File: src/rtl/sys_pkg.sv
// Shared types for the systolic matmul feeder: element widths and the feeder state encoding.
package sys_pkg;

  localparam int unsigned DEF_DW = 8;
  localparam int unsigned DEF_CW = 16;

  typedef logic [DEF_DW-1:0] elem_t;
  typedef logic [DEF_CW-1:0] acc_t;

  typedef enum logic [2:0] {
    IDLE,
    CLEAR,
    STREAM,
    DRAIN,
    HOLD
  } feed_state_t;

endpackage

File: src/rtl/sys_feeder.sv
// Input-side feeder for the systolic matmul array: takes one A/B pair, clears the array,
// streams column k of A and row k of B, zero-pads until the array reports C, then holds C.
module sys_feeder
  import sys_pkg::*;
#(
  parameter int unsigned M         = 3,
  parameter int unsigned DW        = DEF_DW,
  parameter int unsigned CW        = DEF_CW,
  parameter int unsigned DRAIN_MAX = 4 * M
) (
  input  logic                         CLK,
  input  logic                         rst,
  input  logic                         in_vld,
  output logic                         in_rdy,
  input  logic [M-1:0][M-1:0][DW-1:0]  a_mat,
  input  logic [M-1:0][M-1:0][DW-1:0]  b_mat,
  output logic                         arr_clr,
  output logic [M-1:0][DW-1:0]         arr_a,
  output logic [M-1:0][DW-1:0]         arr_b,
  output logic                         arr_vld,
  output logic                         arr_rdy,
  input  logic                         arr_rdy_in,
  input  logic                         arr_vld_out,
  input  logic [M-1:0][M-1:0][CW-1:0]  arr_c,
  output logic [M-1:0][M-1:0][CW-1:0]  c_mat,
  output logic                         out_vld,
  input  logic                         out_rdy,
  output logic                         out_err
);

  localparam int unsigned KW  = (M > 1) ? $clog2(M) : 1;
  localparam int unsigned DCW = $clog2(DRAIN_MAX + 1);

  feed_state_t                 state;
  logic [KW-1:0]               k;
  logic [DCW-1:0]              drain_cnt;
  logic [M-1:0][M-1:0][DW-1:0] a_reg;
  logic [M-1:0][M-1:0][DW-1:0] b_reg;

  logic [KW-1:0]               k_sel_c;
  logic                        k_last_c;
  logic                        drain_done_c;
  logic [M-1:0][DW-1:0]        a_col_c;
  logic [M-1:0][DW-1:0]        b_row_c;

  // Next beat to present: beat 0 when leaving CLEAR, otherwise k+1 while streaming.
  always_comb begin
    k_last_c     = (k == KW'(M - 1));
    drain_done_c = ((drain_cnt + DCW'(1)) == DCW'(DRAIN_MAX));
    k_sel_c      = '0;
    if (state == STREAM && !k_last_c) begin
      k_sel_c = k + KW'(1);
    end
    a_col_c = '0;
    b_row_c = '0;
    for (int unsigned i = 0; i < M; i++) begin
      a_col_c[i] = a_reg[i][k_sel_c];
      b_row_c[i] = b_reg[k_sel_c][i];
    end
  end

  always_ff @(posedge CLK) begin
    if (rst) begin
      state     <= IDLE;
      k         <= '0;
      drain_cnt <= '0;
      a_reg     <= '0;
      b_reg     <= '0;
      in_rdy    <= 1'b0;
      arr_clr   <= 1'b0;
      arr_a     <= '0;
      arr_b     <= '0;
      arr_vld   <= 1'b0;
      arr_rdy   <= 1'b0;
      c_mat     <= '0;
      out_vld   <= 1'b0;
      out_err   <= 1'b0;
    end else begin
      arr_clr <= 1'b0;
      unique case (state)
        IDLE: begin
          in_rdy  <= 1'b1;
          arr_vld <= 1'b0;
          arr_rdy <= 1'b0;
          arr_a   <= '0;
          arr_b   <= '0;
          if (in_vld && in_rdy) begin
            a_reg   <= a_mat;
            b_reg   <= b_mat;
            in_rdy  <= 1'b0;
            arr_clr <= 1'b1;
            state   <= CLEAR;
          end
        end

        CLEAR: begin
          k       <= '0;
          arr_vld <= 1'b1;
          arr_rdy <= 1'b1;
          arr_a   <= a_col_c;
          arr_b   <= b_row_c;
          state   <= STREAM;
        end

        // A stalled beat simply keeps its registered value.
        STREAM: begin
          if (arr_vld && arr_rdy_in) begin
            if (k_last_c) begin
              arr_a     <= '0;
              arr_b     <= '0;
              drain_cnt <= '0;
              state     <= DRAIN;
            end else begin
              k     <= k + KW'(1);
              arr_a <= a_col_c;
              arr_b <= b_row_c;
            end
          end
        end

        // A result seen in the same cycle as the timeout takes priority.
        DRAIN: begin
          drain_cnt <= drain_cnt + DCW'(1);
          if (arr_vld_out || drain_done_c) begin
            c_mat   <= arr_c;
            out_err <= !arr_vld_out;
            out_vld <= 1'b1;
            arr_vld <= 1'b0;
            arr_rdy <= 1'b0;
            state   <= HOLD;
          end
        end

        HOLD: begin
          if (out_vld && out_rdy) begin
            out_vld <= 1'b0;
            out_err <= 1'b0;
            in_rdy  <= 1'b1;
            state   <= IDLE;
          end
        end

        default: begin
          state <= IDLE;
        end
      endcase
    end
  end

endmodule

File: config.mk
export PLATFORM = sky130hd
export DESIGN_NAME = sys_feeder
export DESIGN_NICKNAME = d
export VERILOG_FILES = /design/src/rtl/sys_pkg.sv /design/src/rtl/sys_feeder.sv
export SDC_FILE = /design/constraint.sdc
export NUM_CORES = 1
export LEC_CHECK = 0
export CORE_AREA = 3 3 192 194
export DETAILED_ROUTE_END_ITERATION = 10
export DIE_AREA = 0 0 195 197
export PLACE_DENSITY = 0.73
export SYNTH_ARGS = -nofsm -noshare
export SYNTH_HDL_FRONTEND = slang
export SYNTH_SLANG_ARGS = --single-unit
File: constraint.sdc
create_clock -name CLK -period 2.5 [get_ports CLK]
set_input_delay 0.5 -clock CLK [delete_from_list [all_inputs] [get_ports CLK]]
set_output_delay 0.5 -clock CLK [all_outputs]
set_load 0.02 [all_outputs]
==> results of run 1 <==
==> final cells by class <==
cell class,count,share of cell area
clock inverters,10,0.00627
diodes,2,0.000237
repair buffers,536,0.261
flip-flops and latches,350,0.331
well taps,461,0.0273
clock buffers,59,0.0569
multi-input cells,1228,0.316
inverters,4,0.000710
==> metrics by stage <==
stage | cell area [um2] | total power [mW] | setup slack [ns] | util
floorplan | 14400 | 6.43 | 0.422 | -
global placement | 19800 | 7.14 | 0.158 | 0.559
detailed placement | 19800 | 7.15 | 0.132 | 0.559
CTS | 21100 | 13.1 | 0.0985 | 0.597
global route | 21200 | 13.4 | 0.00107 | 0.598
finish | 21200 | 12.9 | 0.114 | 0.598
==> worst register-to-register path, cell delays in order (launching register included) <==
cell	delay (ns)
dfxtp_1	0.41
inv_1	0.13
ha_1	0.28
or4b_4	0.54
nor3_4	0.21
buf_4	0.28
nand2_1	0.09
a31o_1	0.22
a21oi_1	0.15
==> placed cells by master (no fill, tap or decap), types with 18 or more instances in the layout <==
cell / Yosys / routed
a21oi_1: 343 / 343
dfxtp_1: 350 / 350
nand2_1: 397 / 395
nand3_1: 241 / 241
a31o_1: 20 / 20
a31o_2: 28 / 28
clkdlybuf4s50_1: 0 / 490
buf_12: 0 / 18
a21bo_2: 145 / 145
clkbuf_16: 0 / 42
buf_4: 5 / 25
==> worst min path at each step <==
stage / end / slack [ns]
2_1_floorplan: k[1] / 0.44
6_report: c_mat[14] / 0.43
3_3_place_gp: arr_a[7] / 0.44
5_1_grt: c_mat[9] / 0.45
4_1_cts: drain_cnt[3] / 0.44
3_5_place_dp: a_reg[19] / 0.45
==> power by group <==
group / internal, mW / total (mW) / switching, mW
clock network: 3.63 / 5.90 / 2.28
registers: 5.72 / 5.80 / 0.0805
logic: 0.631 / 1.24 / 0.612
total: 9.98 / 12.9 / 2.97
==> routing by layer <==
metal,part of all wire,vias up,wire length [um]
li1,-,6851,-
met1,0.41,6623,19500
met2,0.50,534,24000
met3,0.068,84,3290
met4,0.028,4,1330
met5,0.00064,-,31
==> logic make-up after synthesis <==
| kind of cell | after synthesis | share of synthesized area |
|---|---|---|
| simple gates | 671 | 0.201 |
| compound gates | 554 | 0.258 |
| flops | 350 | 0.486 |
| buf+inv | 180 | 0.0518 |
| fa+ha+maj | 3 | 0.00261 |
==> timing repair <==
item	4_1_cts	5_1_grt
resized for setup	0	1
endpoints found under the hold margin	0	0
hold buffers	0	0
endpoints found under the setup margin	0	6
==> metrics.md, run 1 <==
| Metric | Value |
|---|---|
| Via count | `14100` |
| Cell with the most instances after synthesis | `nand2_1` |
| FF-to-FF setup slack | `0.11 ns` |
| CTS tree | `done` |
| First-pass GRT wire length | `73.2 mm` |
| Origin of the critical flop-to-flop path | `k[0]` |
| Number of synthesized flops with an enable pin | `0` |
| Final setup vio count | `0` |
| Routed wire length | `roughly 48 mm` |
| Multi-input logic area | `6700 um2` |
| Slew at the pin closest to its max-slew limit | `~0.64 ns` |
| Hold Path Cell Cnt | `2` |
| DR DRC count | `0` |
| Minimum clock period | `2.39 ns` |
| Storage cell area | `about 7000 um2` |
| WL per Instance | `18.1 um` |
| Mapped Cells | `around 1800` |
| Clock sink count | `between 300 and 400` |
| Post-route insts no fill | `approximately 2700` |
| Die W | `~200 um` |
| Worst hold start | `rst` |
| Post-synth top area cell | `dfxtp_1` |
| Period utilisation layout | `0.955` |
| Buffers on Ports | `491` |
| Critical Path AT | `2.83 ns` |
| Slew HR | `0.573` |
| Startpoint Class | `register` |
| Top Usage Layer GRT | `met2` |
| HP Class | `in2reg` |
| Post-DRT Antenna Nets | `0` |
| Met1 usage | `0.287` |
| Synth Area per Inst | `8.19 um2` |
| Row count | `69` |
| CTS Buf Count | `39` |
| RSZ-0062 raised after global routing | `false` |
| Met2 usage | `0.407` |
| Clock buffer depth | `3` |
| Max reg flops | `between 100 and 150` |
| Starting density of the core | `0.407` |
| Post-synth ARST share | `0` |
| WP buf/inv | `2` |
| Vias per inst | `5.32` |
| GRT overflow | `0` |
| Vias in the first global route | `13600` |
| Hold Violations, Final | `0` |
| Crit path cell chain | `inv_1 -> ha_1 -> or4b_4 -> nor3_4 -> buf_4 -> nand2_1 -> a31o_1 -> a21oi_1` |
| Register clock-pin slew on the reported worst setup and hold paths | `0.06 ns` |
| CP Depth | `8` |
| P per Cell Area | `612 nW/um2` |
| Max VDD drop | `0.431 mV` |
| Largest net degree at the start of global routing | `137` |
| Critical-path maximum fanout | `15` |
| Max incr delay on CP | `0.54 ns` |
| Clock latency on the worst-skew pair | `around 0.53 ns` |
| Ports | `492` |
| Fillers | `3160` |
| Share of cells above drive strength 1 | `0.134` |
| Main synth FF type | `dfxtp_1` |
| Routing usage on met3 | `0.0475` |
| Setup crit end | `arr_a[3]` |
| Post-DP HPWL | `~33 mm` |
| Worst r2r path cells | `8` |
| Initial DRC count | `951` |
| Final GP Congestion | `0.864` |
| Synth cell count leaders | `nand2_1 (397), dfxtp_1 (350), a21oi_1 (343), nand3_1 (241), a21bo_2 (145)` |
| Worst Setup SP | `k[0]` |
| Placed insts | `2578` |
| Worst-path cell with the longest stage delay | `or4b_4` |
| Ys Warns | `0` |
| Net Count, Synth | `2055` |
| Max-Cap Viols | `0` |
| Post-synth cell types | `42` |
| GRT Total Usage | `0.231` |
| #FFs+latches synth | `350` |
| Final setup TNS | `0 ns` |
| Syn-to-layout area delta | `46.9%` |
| Max H-tree Level | `2` |
| Initial antenna violation count | `3` |
| NumNets Final | `about 2500` |
| Achievable frequency | `419 MHz` |
| WHS | `between 0.4 and 0.5 ns` |
| Sequential area share after synthesis | `0.486` |
| Die area | `38400 um2` |
| First-pass detailed-route iteration total | `4` |
| CORE AREA | `35400 um2` |
| Postcts setup bufs | `0` |
| Critical Path RT | `2.94 ns` |
| Die H | `between 150 and 200 um` |
| CTS Root Cell | `clkbuf_16` |
| Final slew viol count | `0` |
| Reg2reg end | `arr_a[3]` |
| Kind of critical path | `reg2reg` |
| Status | `finished clean` |
| Crit path capture type | `register` |
| Pleak | `between 7 and 8 nW` |
| Cell area after synthesis | `14400 um2` |
| Family with the most delay on the worst path | `simple AND/OR/NAND/NOR gates` |
| Area share of the largest cell type after synthesis | `0.486` |
| Clk_skew | `0.0151 ns` |
| Largest cells by area after synthesis | `dfxtp_1 (49%), a21oi_1 (12%), nand2_1 (10%), a21bo_2 (10%), nand3_1 (8.4%)` |
No activity file was read; power rests on OpenSTA's default activity.
==> run 2: changes to the inputs <==
Settings changed: ABC_CLOCK_PERIOD_IN_PS from default to 2500, HOLD_SLACK_MARGIN from default to 0.06.
==> results of run 2 <==
Same layout as run 1: the final DEF is identical, and so are final timing and power.
==> RTL edit 1: new RTL, flow settings as in run 1 <==
`DEF_DW`: 8 -> 6.
--- a/src/rtl/sys_pkg.sv
+++ b/src/rtl/sys_pkg.sv
@@ -1,7 +1,7 @@
 // Shared types for the systolic matmul feeder: element widths and the feeder state encoding.
 package sys_pkg;
 
-  localparam int unsigned DEF_DW = 8;
+  localparam int unsigned DEF_DW = 6;
   localparam int unsigned DEF_CW = 16;
 
   typedef logic [DEF_DW-1:0] elem_t;
Interface: changed (resized a_mat, arr_a, arr_b and b_mat); port bits go from 492 to 444. The function was not compared with the original's and may differ.
==> RTL edit 1 against run 1 <==
Synthesized area fell by 14%; via count is 17% lower; first-iteration DRC count down 45%; sequential cell count fell by 48; core utilization fell by 7.7 points; die area is the same; count of clock-buffer cells in the layout is 5 lower; wire length fell by 14%; power fell by 16%; critical path depth stayed put; setup slack improved by 120 ps; design area fell by 13%.
==> RTL edit 1: results <==
metrics = {
    "outcome": {
        "status": "finished clean",
    },
    "yosys": {
        "synth-async-reset-ratio_pct": 0,
        "synth_compound_area_share_pct": 27.17,
        "synth_top_family_by_area": "compound AO/OA/AOI/OAI gates",
        "ys_top_cells_by_count": "dfxtp_1, a21oi_1, nand2_1",
        "synth_adder_area_share_pct": 0.3025,
        "ys_types": 39,
        "seq_area_frac_synth_pct": 48.72,
        "yosys_warnings": 0,
        "synthXorXnorAreaFrac_pct": 0,
        "muxShareOfSynthArea_pct": 2.984,
        "synthesis.nets": 1683,
        "synth.area.top_cells": "dfxtp_1, a21bo_1, a21oi_1",
    },
    "timing": {
        "fin_skew_ps": 15.29,
        "slew_violations": 0,
        "max_slew_margin_pct": 34.61,
    },
    "clock_tree": {
        "cts_setup_buffers": 0,
        "clock_latency_ps": 510,
        "numCtsBuffers": 35,
        "clkTransAtPathRegs_ps": 60,
        "htreeDepth": 2,
        "cts_root_buffer": "clkbuf_16",
        "postCtsResizedCells": 0,
        "clk_path_buf_depth": 3,
        "hold_buffers": 0,
    },
    "worst_hold_path": {
        "hp-class": "reg2reg",
        "min_path_cells": 2,
    },
    "finish": {
        "drive_gt1_share_pct": 5.495,
        "final_net_count": 2057,
        "largest_reg_flops": 144,
    },
    "global_routing": {
        "grt_pass1_wl_mm": 63.91,
        "grt_max_degree": 92,
        "grt_use_total_pct": 20.23,
        "grt_pass1_vias": 11590,
        "antenna_found_initial": 5,
    },
    "worst_setup_path": {
        "critical_path.max_fanout": 44,
        "r2r_cells": 8,
        "cp.arrival_ps": 2690,
    },
    "placement": {
        "gp_congestion": 0.7930,
        "pre_cts_slack_ps": 156.7,
        "place.port_buffers": 443,
        "placed_area_um2": 17290,
        "hpwl_mm": 28.35,
    },
    "routing": {
        "drt_pre_antenna_iters": 5,
        "drt_iter0_drc": 526,
        "vias": 11730,
        "routed_wl_mm": 41.14,
    },
    "power": {
        "power.leakage_nw": 6.646,
        "ir_drop_mv": 0.4472,
    },
}
## RTL edit 1: cell type report
cell class              count  area [µm²]
clock buffers              54        1047
well taps                 461       576.8
diodes                      1       2.502
repair buffers            480        4928
flip-flops and latches    302        6047
fillers                  3195       16950
multi-input cells         974        5768
inverters                   3       11.26
clock inverters             7       63.81
## RTL edit 1: power by group
part	internal (mW)	leakage, nW	switching [mW]
Combinational	0.560	3.66	0.488
Clock	2.89	0.544	2.01
Sequential	4.92	2.44	0.0615
## RTL edit 1: cells by family after synthesis
group / count (synthesis)
AOI/OAI and AO/OA: 494
adders and majority gates: 3
buffers and inverters: 146
DFF: 302
muxes: 37
and+or+nand+nor: 440
## RTL edit 1: through the flow
| stage | instances | hold slack (ps) |
|---|---|---|
| after global routing | 2282 | 458.5 |
| final | 2282 | 452.1 |
| after detailed placement | 2216 | 445.8 |
| after CTS | 2277 | 436.3 |
| after global placement | 2216 | 441.2 |
| after floorplan | 1422 | 435.7 |
## RTL edit 1: worst max-delay path, cell delays in order (launching register included)
cell and delay (ps):
dfxtp_1 350, ha_1 260, nor2b_1 150, o21bai_1 170, a311o_2 510, buf_12 190, buf_12 170, a21bo_1 200
a21oi_1 160
## RTL edit 1: worst paths after layout
check / start / end / slack (ps)
min: a_reg[11]$_SDFFE_PP0P_ / a_reg[11]$_SDFFE_PP0P_ / 450
min reg2reg: a_reg[11]$_SDFFE_PP0P_ / a_reg[11]$_SDFFE_PP0P_ / 450
max: drain_cnt[0]$_SDFFE_PP0P_ / c_mat[127]$_SDFFE_PP0P_ / 240
max reg2reg: drain_cnt[0]$_SDFFE_PP0P_ / c_mat[127]$_SDFFE_PP0P_ / 240
## RTL edit 1: metal layers
metal | global-route usage (%) | vias to the layer above | part of all wire, %
li1 | - | 5714 | -
met4 | 5.941 | 8 | 2.7
met2 | 35.10 | 401 | 49
met1 | 23.92 | 5534 | 40
met5 | 0 | - | 0.15
met3 | 6.769 | 69 | 8.5
==> RTL edit 2: new RTL, flow settings as in run 1 <==
Without the edit above. Reset style: asynchronous (`rst`), changed in one clocked block.
--- a/src/rtl/sys_feeder.sv
+++ b/src/rtl/sys_feeder.sv
@@ -59,7 +59,7 @@
     end
   end
 
-  always_ff @(posedge CLK) begin
+  always_ff @(posedge CLK or posedge rst) begin
     if (rst) begin
       state     <= IDLE;
       k         <= '0;
Behaviour: differs if rst is asserted again (counterexample within 4 cycles, from zero or initial values and one cycle with rst high); with rst held inactive, the same outputs for 4 cycles.
==> RTL edit 2 against run 1 <==
Wire length is 18% lower; die area stayed put; synthesized area is 0.74% higher; setup slack better by 75 ps; fmax is 3.2% higher; sequential share of layout area is 7.9 points higher; core utilization is 0.58 points higher; sequential cell count stayed put; hold slack worse by 55 ps; design area is 0.97% higher; largest cell class unchanged.
Power is not compared: it rests on default switching activity, and its combinational part moved more than twofold at a synthesized area within 25%.
==> RTL edit 2: results <==
metrics = {
    "outcome": {
        "status": "finished clean",
    },
    "routing": {
        "drt_iter0_drc": 319,
        "via_per_inst": 4.964,
        "wire_per_inst_um": 20.69,
    },
    "timing": {
        "fin_crit_ps": 2311,
        "max_slew_margin_pct": 67.96,
        "fin_skew_ps": 15.62,
    },
    "yosys": {
        "synth.area.top_cells": "dfrtp_1, mux2_4, mux2_2",
        "ys_types": 38,
        "synth-async-reset-ratio_pct": 100.0,
        "synth_adder_area_share_pct": 0.2587,
        "muxShareOfSynthArea_pct": 28.94,
        "synth_compound_area_share_pct": 5.268,
        "synthXorXnorAreaFrac_pct": 0.06036,
        "seq_area_frac_synth_pct": 60.36,
        "ys_top_cells_by_count": "dfrtp_1, mux2_2, mux2_4",
        "synthesis.nets": 1210,
    },
    "finish": {
        "num_antenna_cells": 0,
        "largest_reg_flops": 144,
        "final_net_count": 1725,
        "fillers": 2778,
        "drive_gt1_share_pct": 27.12,
    },
    "global_routing": {
        "grt_max_degree": 81,
        "grt_pass1_vias": 10420,
        "antenna_found_initial": 0,
        "grt_pass1_wl_mm": 61.49,
        "grt_use_total_pct": 20.24,
    },
    "power": {
        "p_sw_mw": 9.470,
        "power.leakage_nw": 9.224,
    },
    "worst_setup_path": {
        "cp_top_family": "simple AND/OR/NAND/NOR gates",
        "r2r_setup_slack_ps": 190,
        "slowest_stage": "dfrtp_1",
        "critical_path.max_fanout": 27,
        "max_stage_delay_ps": 430,
        "cp.arrival_ps": 2700,
    },
    "placement": {
        "gp_congestion": 0.8319,
        "hpwl_mm": 28.40,
        "pre_cts_slack_ps": 47.27,
        "placed_area_um2": 19960,
    },
    "worst_hold_path": {
        "hp-class": "in2async",
    },
    "clock_tree": {
        "numCtsBuffers": 38,
    },
}
[RTL edit 2: cell types whose count changed in the layout (fill, tap and decap cells not counted), moves of 55 or more]
cell	change
mux2_4	+127
dfxtp_1	-350
dfrtp_1	+350
o21ai_0	+55
a21oi_1	-339
mux2_2	+161
nand2_1	-386
nand3_1	-238
a21bo_2	-145
[RTL edit 2: path summary, 6_finish.rpt]
| path | start | end | depth (start not counted) |
|---|---|---|---|
| max | drain_cnt[0]$_DFFE_PP0P_ | c_mat[12]$_DFFE_PP0P_ | 7 |
| min | rst | c_mat[94]$_DFFE_PP0P_ | 3 |
| max reg2reg | drain_cnt[0]$_DFFE_PP0P_ | c_mat[12]$_DFFE_PP0P_ | 7 |
| min reg2reg | a_reg[41]$_DFFE_PP0P_ | arr_a[9]$_DFFE_PP0P_ | 2 |
| max in group asynchronous | rst | c_mat[19]$_DFFE_PP0P_ | 4 |
| min in group CLK | a_reg[41]$_DFFE_PP0P_ | arr_a[9]$_DFFE_PP0P_ | 2 |
[RTL edit 2: routing by layer]
layer | up-vias | GRT usage [%] | part of all wire [%]
li1 | 4313 | - | -
met1 | 4798 | 25.17 | 40
met2 | 334 | 34.41 | 50
met3 | 57 | 6.513 | 8.0
met4 | 0 | 5.308 | 2.3
met5 | - | 0 | 0
[RTL edit 2: final cells by class]
class                      instances  area, µm²  share of cell area [%]
sequential                       350       8758                   41.00
tap                              461      576.8                   2.700
clock inverter                    13      244.0                   1.142
multi-input combinational        501       5228                   24.47
timing repair buffer             531       5453                   25.53
inverter                           6      26.28                  0.1230
clock buffer                      52       1075                   5.032
[RTL edit 2: what timing repair did]
item | 4_1_cts | 5_1_grt
endpoints found under the hold margin | 0 | 0
hold buffers | 0 | 0
setup buffers | 0 | 7
setup endpoints to repair | 0 | 95
[RTL edit 2: cell families (layout without fill, tap and decap cells)]
| kind of cell | after synthesis | after routing |
|---|---|---|
| compound gates | 123 | 123 |
| flops | 350 | 350 |
| mux | 336 | 336 |
| buf+inv | 62 | 602 |
| xor+xnor | 1 | 1 |
| fa+ha+maj | 3 | 3 |
| simple gates | 38 | 38 |
[RTL edit 2: power by group through the flow]
stage | Sequential [mW] | Clock [mW] | Combinational [mW]
final | 10.2 | 5.93 | 12.6
after global routing | 10.6 | 6.30 | 13.3
after CTS | 10.2 | 6.08 | 12.8
after detailed placement | 10.3 | 0 | 12.7
after global placement | 10.2 | 0 | 12.4
after floorplan | 11.9 | 0 | 5.54
[RTL edit 2: per-stage QoR]
| step | hold slack (ps) | instances |
|---|---|---|
| 2_1_floorplan | 469.0 | 913 |
| 3_3_place_gp | 479.2 | 1842 |
| 3_5_place_dp | 490.6 | 1842 |
| 4_1_cts | 357.3 | 1907 |
| 5_1_grt | 387.0 | 1914 |
| 6_report | 374.6 | 1914 |
